$ cat config.mk
export PLATFORM = sky130hd
export DESIGN_NAME = fetch_sequencer
export DESIGN_NICKNAME = d
export VERILOG_FILES = /design/src/rtl/fetch_pkg.sv /design/src/rtl/fetch_sequencer_pc_next.sv /design/src/rtl/fetch_sequencer.sv
export SDC_FILE = /design/constraint.sdc
export NUM_CORES = 1
export LEC_CHECK = 0
export ABC_AREA = 1
export BUFFER_PORTS_ARGS = -buffer_cell sky130_fd_sc_hd__buf_2
export CAP_MARGIN = 20
export CORE_MARGIN = 8
export CORE_UTILIZATION = 45
export CTS_BUF_LIST = sky130_fd_sc_hd__clkbuf_8 sky130_fd_sc_hd__clkbuf_16
export DETAILED_ROUTE_END_ITERATION = 10
export PLACE_DENSITY = 0.65
export SLEW_MARGIN = 30
export SYNTH_ARGS = -nofsm -noshare
export SYNTH_HDL_FRONTEND = slang
export SYNTH_SLANG_ARGS = --single-unit
$ cat constraint.sdc
create_clock -name i_clk -period 2.9 [get_ports i_clk]
set_input_delay 0.87 -clock i_clk [delete_from_list [all_inputs] [get_ports i_clk]]
set_output_delay 0.87 -clock i_clk [all_outputs]
set_load 0.02 [all_outputs]
$ cat src/rtl/fetch_pkg.sv
// Shared types and constants for the fetch sequencer.
package fetch_pkg;

  typedef enum logic [1:0] {
    S_IDLE   = 2'd0,
    S_FETCH  = 2'd1,
    S_HOLD   = 2'd2,
    S_HALTED = 2'd3
  } state_e;

  localparam int unsigned INSTR_STEP       = 4;
  localparam logic [63:0] RESET_PC_DEFAULT = 64'h0;

endpackage

$ cat src/rtl/fetch_sequencer_pc_next.sv
// Combinational next-PC selection: sequential step or branch target, plus target alignment check.
module pc_next_unit
  import fetch_pkg::*;
#(
  parameter int unsigned ADDR_W = 64
) (
  input  logic [ADDR_W-1:0] i_instr_pc,
  input  logic              i_branch_taken,
  input  logic [ADDR_W-1:0] i_branch_imm,
  output logic [ADDR_W-1:0] o_pc_next,
  output logic              o_misaligned
);

  logic [ADDR_W-1:0] w_pc_seq;
  logic [ADDR_W-1:0] w_pc_target;

  // Both sums wrap modulo 2^ADDR_W.
  assign w_pc_seq     = i_instr_pc + ADDR_W'(INSTR_STEP);
  assign w_pc_target  = i_instr_pc + i_branch_imm;
  assign o_pc_next    = i_branch_taken ? w_pc_target : w_pc_seq;
  assign o_misaligned = i_branch_taken & (|w_pc_target[1:0]);

endmodule

$ cat src/rtl/fetch_sequencer.sv
// Multi-cycle fetch controller: owns the PC, issues one memory request at a time and holds the
// returned instruction until execute accepts it.
module fetch_sequencer
  import fetch_pkg::*;
#(
  parameter int unsigned      ADDR_W   = 64,
  parameter int unsigned      INSTR_W  = 32,
  parameter logic [ADDR_W-1:0] RESET_PC = ADDR_W'(RESET_PC_DEFAULT)
) (
  input  logic               i_clk,
  input  logic               i_reset,
  output logic               o_mem_req,
  output logic [ADDR_W-1:0]  o_mem_addr,
  input  logic               i_mem_ready,
  input  logic [INSTR_W-1:0] i_mem_rdata,
  output logic               o_instr_valid,
  output logic [INSTR_W-1:0] o_instr,
  output logic [ADDR_W-1:0]  o_instr_pc,
  input  logic               i_exec_ready,
  input  logic               i_branch_taken,
  input  logic [ADDR_W-1:0]  i_branch_imm,
  input  logic               i_halt,
  output logic               o_halted,
  output logic               o_misaligned_fault,
  output logic [63:0]        o_instret
);

  state_e              r_state;
  state_e              w_state_next;
  logic [ADDR_W-1:0]   r_pc;
  logic [INSTR_W-1:0]  r_instr;
  logic [ADDR_W-1:0]   r_instr_pc;
  logic [63:0]         r_instret;
  logic                r_fault;
  logic [ADDR_W-1:0]   w_pc_next;
  logic                w_misaligned;
  logic                w_capture;
  logic                w_accept;

  pc_next_unit #(
    .ADDR_W(ADDR_W)
  ) u_pc_next (
    .i_instr_pc    (r_instr_pc),
    .i_branch_taken(i_branch_taken),
    .i_branch_imm  (i_branch_imm),
    .o_pc_next     (w_pc_next),
    .o_misaligned  (w_misaligned)
  );

  assign w_capture = (r_state == S_FETCH) & i_mem_ready;
  assign w_accept  = (r_state == S_HOLD) & i_exec_ready;

  // State register; reset abandons any in-flight request.
  always_ff @(posedge i_clk) begin
    if (i_reset) begin
      r_state <= S_IDLE;
    end else begin
      r_state <= w_state_next;
    end
  end

  // Next-state and state-decoded outputs.
  always_comb begin
    w_state_next  = r_state;
    o_mem_req     = 1'b0;
    o_instr_valid = 1'b0;
    o_halted      = 1'b0;
    case (r_state)
      S_IDLE: begin
        w_state_next = S_FETCH;
      end
      S_FETCH: begin
        o_mem_req = 1'b1;
        if (i_mem_ready) begin
          w_state_next = S_HOLD;
        end
      end
      S_HOLD: begin
        o_instr_valid = 1'b1;
        if (i_exec_ready) begin
          // halt wins over branch; a misaligned redirect also stops the core.
          if (i_halt || w_misaligned) begin
            w_state_next = S_HALTED;
          end else begin
            w_state_next = S_FETCH;
          end
        end
      end
      S_HALTED: begin
        o_halted = 1'b1;
      end
      default: begin
        w_state_next = S_IDLE;
      end
    endcase
  end

  // PC, holding register, retire counter and sticky fault.
  always_ff @(posedge i_clk) begin
    if (i_reset) begin
      r_pc       <= RESET_PC;
      r_instr    <= '0;
      r_instr_pc <= '0;
      r_instret  <= '0;
      r_fault    <= 1'b0;
    end else begin
      if (w_capture) begin
        r_instr    <= i_mem_rdata;
        r_instr_pc <= r_pc;
      end
      if (w_accept) begin
        r_instret <= r_instret + 64'd1;
        // A misaligned target is never loaded into the PC; it only faults when not halting.
        if (!w_misaligned) begin
          r_pc <= w_pc_next;
        end else if (!i_halt) begin
          r_fault <= 1'b1;
        end
      end
    end
  end

  assign o_mem_addr         = r_pc;
  assign o_instr            = r_instr;
  assign o_instr_pc         = r_instr_pc;
  assign o_instret          = r_instret;
  assign o_misaligned_fault = r_fault;

endmodule

# [After elaboration in Yosys (flattened, before gate mapping)]
# Index checks and enable logic that the tools add are counted.
# Widths: inputs -> output; s select.
[op_classes] eq_ne=5 addsub=3 mux=8 bitwise=5 n_reduce_logical=7
[op_table] op="$add 64x1->64 const B" n=1
[op_table] op="$add 64x3->64 const B" n=1
[op_table] op="$add 64x64->64" n=1
[op_table] op="$mux 64" n=1
[op_table] op="$mux 2" n=3
[op_table] op="$pmux 2 s3" n=1
[op_table] op="$reduce_and 3->1" n=2
[op_table] op="$eq 2x2->1 const B" n=2
[op_table] op="$ne 2x2->1 const B" n=2
[op_table] op="$and 1x1->1" n=3
[op_table] op="$mux 1" n=3
[op_table] op="$reduce_bool 3->1" n=1
[op_table] op="$eq 2x1->1 const B" n=1
[op_table] op="$logic_not 2->1" n=1
[op_table] op="$not 1->1" n=2
[op_table] op="$reduce_and 2->1" n=1
[op_table] op="$reduce_or 2->1" n=1
[op_table] op="$logic_or 1x1->1" n=1
[totals] output_inout_bits=228 regBits=227 elab_cells=34 in_bits=102

# [Depth between registers and ports, before layout]
[depth] ltp_word=7 ltp_mapped=17

# [Hierarchy]
# Synthesis repeated with hierarchy kept, for this count alone.
[unflattened] hier_cells=3149 area_unflattened_um2=17750.8
[by_module_without_submodules] module="fetch_sequencer" cells_each=1320 instances=1 area_per_inst_um2=9434.0
[by_module_without_submodules] module="pc_next_unit" cells_each=1829 instances=1 area_per_inst_um2=8316.7

# [Least setup slack after synthesis]
# OpenSTA, ideal clock, no wires.
[synth_timing] path_kind="in2reg" start="in i_branch_imm[0]" end="reg r_pc[6] (netlist: o_mem_addr[6])" setup_time_ps=115 t_required_ps=2785 stages=10 slack_ps=255 arrival_time_ps=2530 n_path_buf=2 cell_sequence="ha_1 -> inv_1 -> fa_1 -> a21oi_1 -> nor2_1 -> inv_1 -> buf_2 -> buf_2 -> o21ai_0 -> inv_1"
[synth_via] elab_chain_len=5 word_cells_on_any_way=6 classes_between="add/sub: 1; mux: 1; bitwise: 2; reduce/logical: 2"
[synth_rtl] item="start, declared" line_no="fetch_sequencer.sv:21" text="input logic [ADDR_W-1:0] i_branch_imm,"
[synth_rtl] item="$add 64x64->64 (*)" line_no="fetch_sequencer_pc_next.sv:19" text="assign w_pc_target = i_instr_pc + i_branch_imm;"
[synth_rtl] item="$reduce_or 2->1" line_no="fetch_sequencer_pc_next.sv:21" text="assign o_misaligned = i_branch_taken & (|w_pc_target[1:0]);"
[synth_rtl] item="$and 1x1->1" line_no="fetch_sequencer_pc_next.sv:21"
[synth_rtl] item="$not 1->1 (no line)"
[synth_rtl] item="$reduce_and 2->1 (no line)"
[synth_rtl] item="end signal, assigned" line_no="fetch_sequencer.sv:115" text="r_pc <= w_pc_next;"
[synth_rtl] item="end, declared" line_no="fetch_sequencer.sv:30" text="logic [ADDR_W-1:0] r_pc;"
# Mark *: on every way between the ends. The rest lies on a longest branch, timed or not.
# A chain may end at the register's enable or synchronous reset.

# [Worst setup path after layout]
[layout_timing] start="in i_branch_imm[8]" end="reg r_pc[57] (netlist: o_mem_addr[57])"
[layout_via] elab_chain_len=2
[layout_rtl] item="$add 64x64->64" line_no="fetch_sequencer_pc_next.sv:19"
[layout_rtl] item="$mux 64" line_no="fetch_sequencer_pc_next.sv:20" text="assign o_pc_next = i_branch_taken ? w_pc_target : w_pc_seq;"
# Every way passes these cells.

==> results.sh <==
export IMPL_path_clk_slew_ps=60
export IMPL_ys_types=48
export IMPL_powerDensity_mw_per_mm2=689
export IMPL_firstDrtPassIters=6
export IMPL_setup_viol=0
export IMPL_die_w_um=206
export IMPL_dp_hpwl_mm=64.1
export IMPL_slew_headroom_pct=57.0
export IMPL_rsz0062_at_grt="false"
export IMPL_seq_area_frac_synth_pct=27.8
export IMPL_synth_edf_count=0
export IMPL_post_route_period_util_pct=97.3
export IMPL_core_rowCount=69
export IMPL_synth_ff_type="dfxtp_1"
export IMPL_die_y_um=206
export IMPL_grt_pass1_vias=19800
export IMPL_drv_cap=0
export IMPL_fin_ws_ps=77.2
export IMPL_async_flop_share_pct=0
export IMPL_crit_path_max_fanout=4
export IMPL_cts_sinks=227
export IMPL_dieArea_mm2=0.0426
export IMPL_status="completed"
export IMPL_ir_drop_mv=0.749
export IMPL_holdWs_ps=476
export IMPL_io_buffer_count=329
export IMPL_drc=0
export IMPL_vias_per_cell=5.56
export IMPL_post_cts_setup_buffers=0
export IMPL_clock_path_buffers=3
export IMPL_drt_wirelength_per_cell_um=21.2
export IMPL_worstSetupPathType="in -> reg"
export IMPL_grt_start_max_net_pins=76
export IMPL_fmaxAchievable_mhz=354
export IMPL_cts_tree="built"
export IMPL_cellLeakagePower_nw=10.6
export IMPL_path_common_cell="nand3_1"
export IMPL_drive_gt1_share_pct=21.2
export IMPL_pre_cts_slack_ps=-340
export IMPL_post_synth_top_area_fraction_pct=27.8
export IMPL_slowest_delay_ps=420
export IMPL_min_from="o_misaligned_fault"
export IMPL_worstSkewPairLatency_ps=570
export IMPL_tightest_slew_ps=638
export IMPL_nFillCells=3591
export IMPL_ctsResizeCount=0
export IMPL_fin_skew_ps=18.3
export IMPL_report_final_slew_viol_count=0
export IMPL_worstPathRequired_ps=3390
export IMPL_start_util_pct=45.8
export IMPL_syn_num_nets=2837
export IMPL_cp_end_kind="flip-flop"
export IMPL_ys_ff_latch=227
export IMPL_vias=20500
export IMPL_synth_most_common_cell="nand2_1"
export IMPL_synth_avg_cell_area_um2=6.13
export IMPL_grt_usage_pct=35.7
export IMPL_ant_nets=0
export IMPL_yosys_warnings=0
export IMPL_crit_start="i_branch_imm[8]"
export IMPL_grt_first_pass_wirelength_mm=117
export IMPL_num_antenna_cells=0
export IMPL_antenna_found_initial=2
export IMPL_synth_largest_area_cell="dfxtp_1"
export IMPL_worstPathArrival_ps=3310
export IMPL_coreArea_mm2=0.0357
export IMPL_dr_first_iter_drc_count=2535
export IMPL_crit_family="simple AND/OR/NAND/NOR gates"
export IMPL_netlist_instances=2664
export IMPL_synth_cell_area_mm2=0.0163
export IMPL_cp_start_kind="primary input"
export IMPL_crit_path_cell_trace="buf_2 > ha_1 > nand2_1 > nor2_1 > nand3_1 > nand3_1 > buf_4 > nand3_1 > nand2_1 > nand2_1 > nand3_1 > nand3_1 > a21oi_1"
export IMPL_crit_buf_inv=2
export IMPL_layout_nets=3384
export IMPL_cts_root_buffer="clkbuf_16"
export IMPL_area_growth_synth_to_final_pct=29.9
export IMPL_hp_class="reg -> reg"
export IMPL_overflow=0
export IMPL_drt_wl_total_mm=78.4
export IMPL_holdBufCountCts=0
export IMPL_finalCriticalPeriod_ps=2820
export IMPL_hold_viol_final=0
export IMPL_h_tree_depth=1
export IMPL_yosys_top_cells_count="nand2_1 (597), nor2_1 (409), inv_1 (339), a21oi_1 (269), dfxtp_1 (227)"
export IMPL_synth_top_cells_by_area="dfxtp_1 (28%), nand2_1 (14%), nor2_1 (9.4%), a21oi_1 (8.2%), inv_1 (7.8%)"
export IMPL_routabilityCongestion=1.03
export IMPL_cts_buffers_inserted=28
export IMPL_io_pins=330
export IMPL_r2r_start="o_instr_pc[3]"
export IMPL_slowest_stage="nor2_1"
==> logic make-up after synthesis <==
kind of cell | Yosys count | share of synthesized area, %
flip-flops | 227 | 27.8
buffers and inverters | 423 | 9.78
adder cells (fa/ha/maj) | 71 | 5.49
AO/OA/AOI/OAI | 530 | 16.7
AND/OR/NAND/NOR | 1310 | 34.7
XOR/XNOR | 103 | 5.52
==> routing by layer <==
metal | vias up | wire, µm | global-route usage [%]
li1 | 9714 | - | -
met1 | 9459 | 32200 | 48.0
met2 | 1159 | 34700 | 57.2
met3 | 183 | 8410 | 5.27
met4 | 4 | 3090 | 13.2
met5 | - | 26 | 0
==> where the power goes <==
| part | switching (mW) | internal (mW) |
|---|---|---|
| Combinational | 4.46 | 2.52 |
| Sequential | 0.550 | 3.58 |
| Clock | 1.46 | 2.04 |
| Total | 6.47 | 8.15 |
==> per-stage QoR <==
| step | std cells | total power, mW | setup TNS (ps) | util (%) | instance area (µm²) |
|---|---|---|---|---|---|
| 2_1_floorplan | 2664 | 7.62 | 0 | - | 16300 |
| 3_3_place_gp | 3642 | 10.9 | -2840 | 57.0 | 20300 |
| 3_5_place_dp | 3642 | 10.9 | -3480 | 57.0 | 20300 |
| 4_1_cts | 3690 | 14.4 | 0 | 59.5 | 21200 |
| 5_1_grt | 3690 | 15.3 | 0 | 59.5 | 21200 |
| 6_report | 3690 | 14.6 | 0 | 59.5 | 21200 |
==> layout make-up <==
| type | instances | area, µm² | share of cell area (%) |
|---|---|---|---|
| Multi-Input combinational cell | 2014 | 10200 | 48.1 |
| Sequential cell | 227 | 4540 | 21.4 |
| Timing Repair Buffer | 589 | 3670 | 17.3 |
| Inverter | 351 | 1320 | 6.23 |
| Clock buffer | 32 | 767 | 3.62 |
| Tap cell | 461 | 577 | 2.72 |
| Clock inverter | 16 | 130 | 0.613 |
==> final timing paths <==
kind                                            to  slack, ps  cells past startpoint
worst max-delay path                o_mem_addr[57]         80                     13
worst min-delay path            o_misaligned_fault        480                      2
worst max register to register      o_mem_addr[57]        120                     13
worst min register to register  o_misaligned_fault        480                      2
==> worst register-to-register path, delay by kind of cell, from the launching register on <==
kind | cells | cell delay, ps
AND/OR/NAND/NOR | 8 | 1050
AO/OA/AOI/OAI | 2 | 640
flip-flops | 1 | 400
adder cells (fa/ha/maj) | 1 | 340
buffers and inverters | 2 | 290
==> state kept, by name, summed over array words and instances (netlist names) <==
register,flops
o_instr_pc,64
o_instret,64
o_mem_addr,64
o_instr,32
r_state,2
o_misaligned_fault,1
==> layout by cell type (no fill, tap or decap), drive strengths merged, types with 9 or more instances in the layout <==
| cell type | count |
|---|---|
| xnor2 | 15 |
| ha | 70 |
| clkbuf | 32 |
| nand3b | 16 |
| xor2 | 88 |
| a31oi | 9 |
| o21bai | 17 |
| dfxtp | 227 |
| o21ai | 228 |
| nand3 | 131 |
| nand2 | 603 |
| inv | 356 |
| nand4 | 44 |
| nor2 | 415 |
| buf | 589 |
| nor3 | 84 |
| a21oi | 269 |
Note: power is estimated with default switching activity, not from simulation.
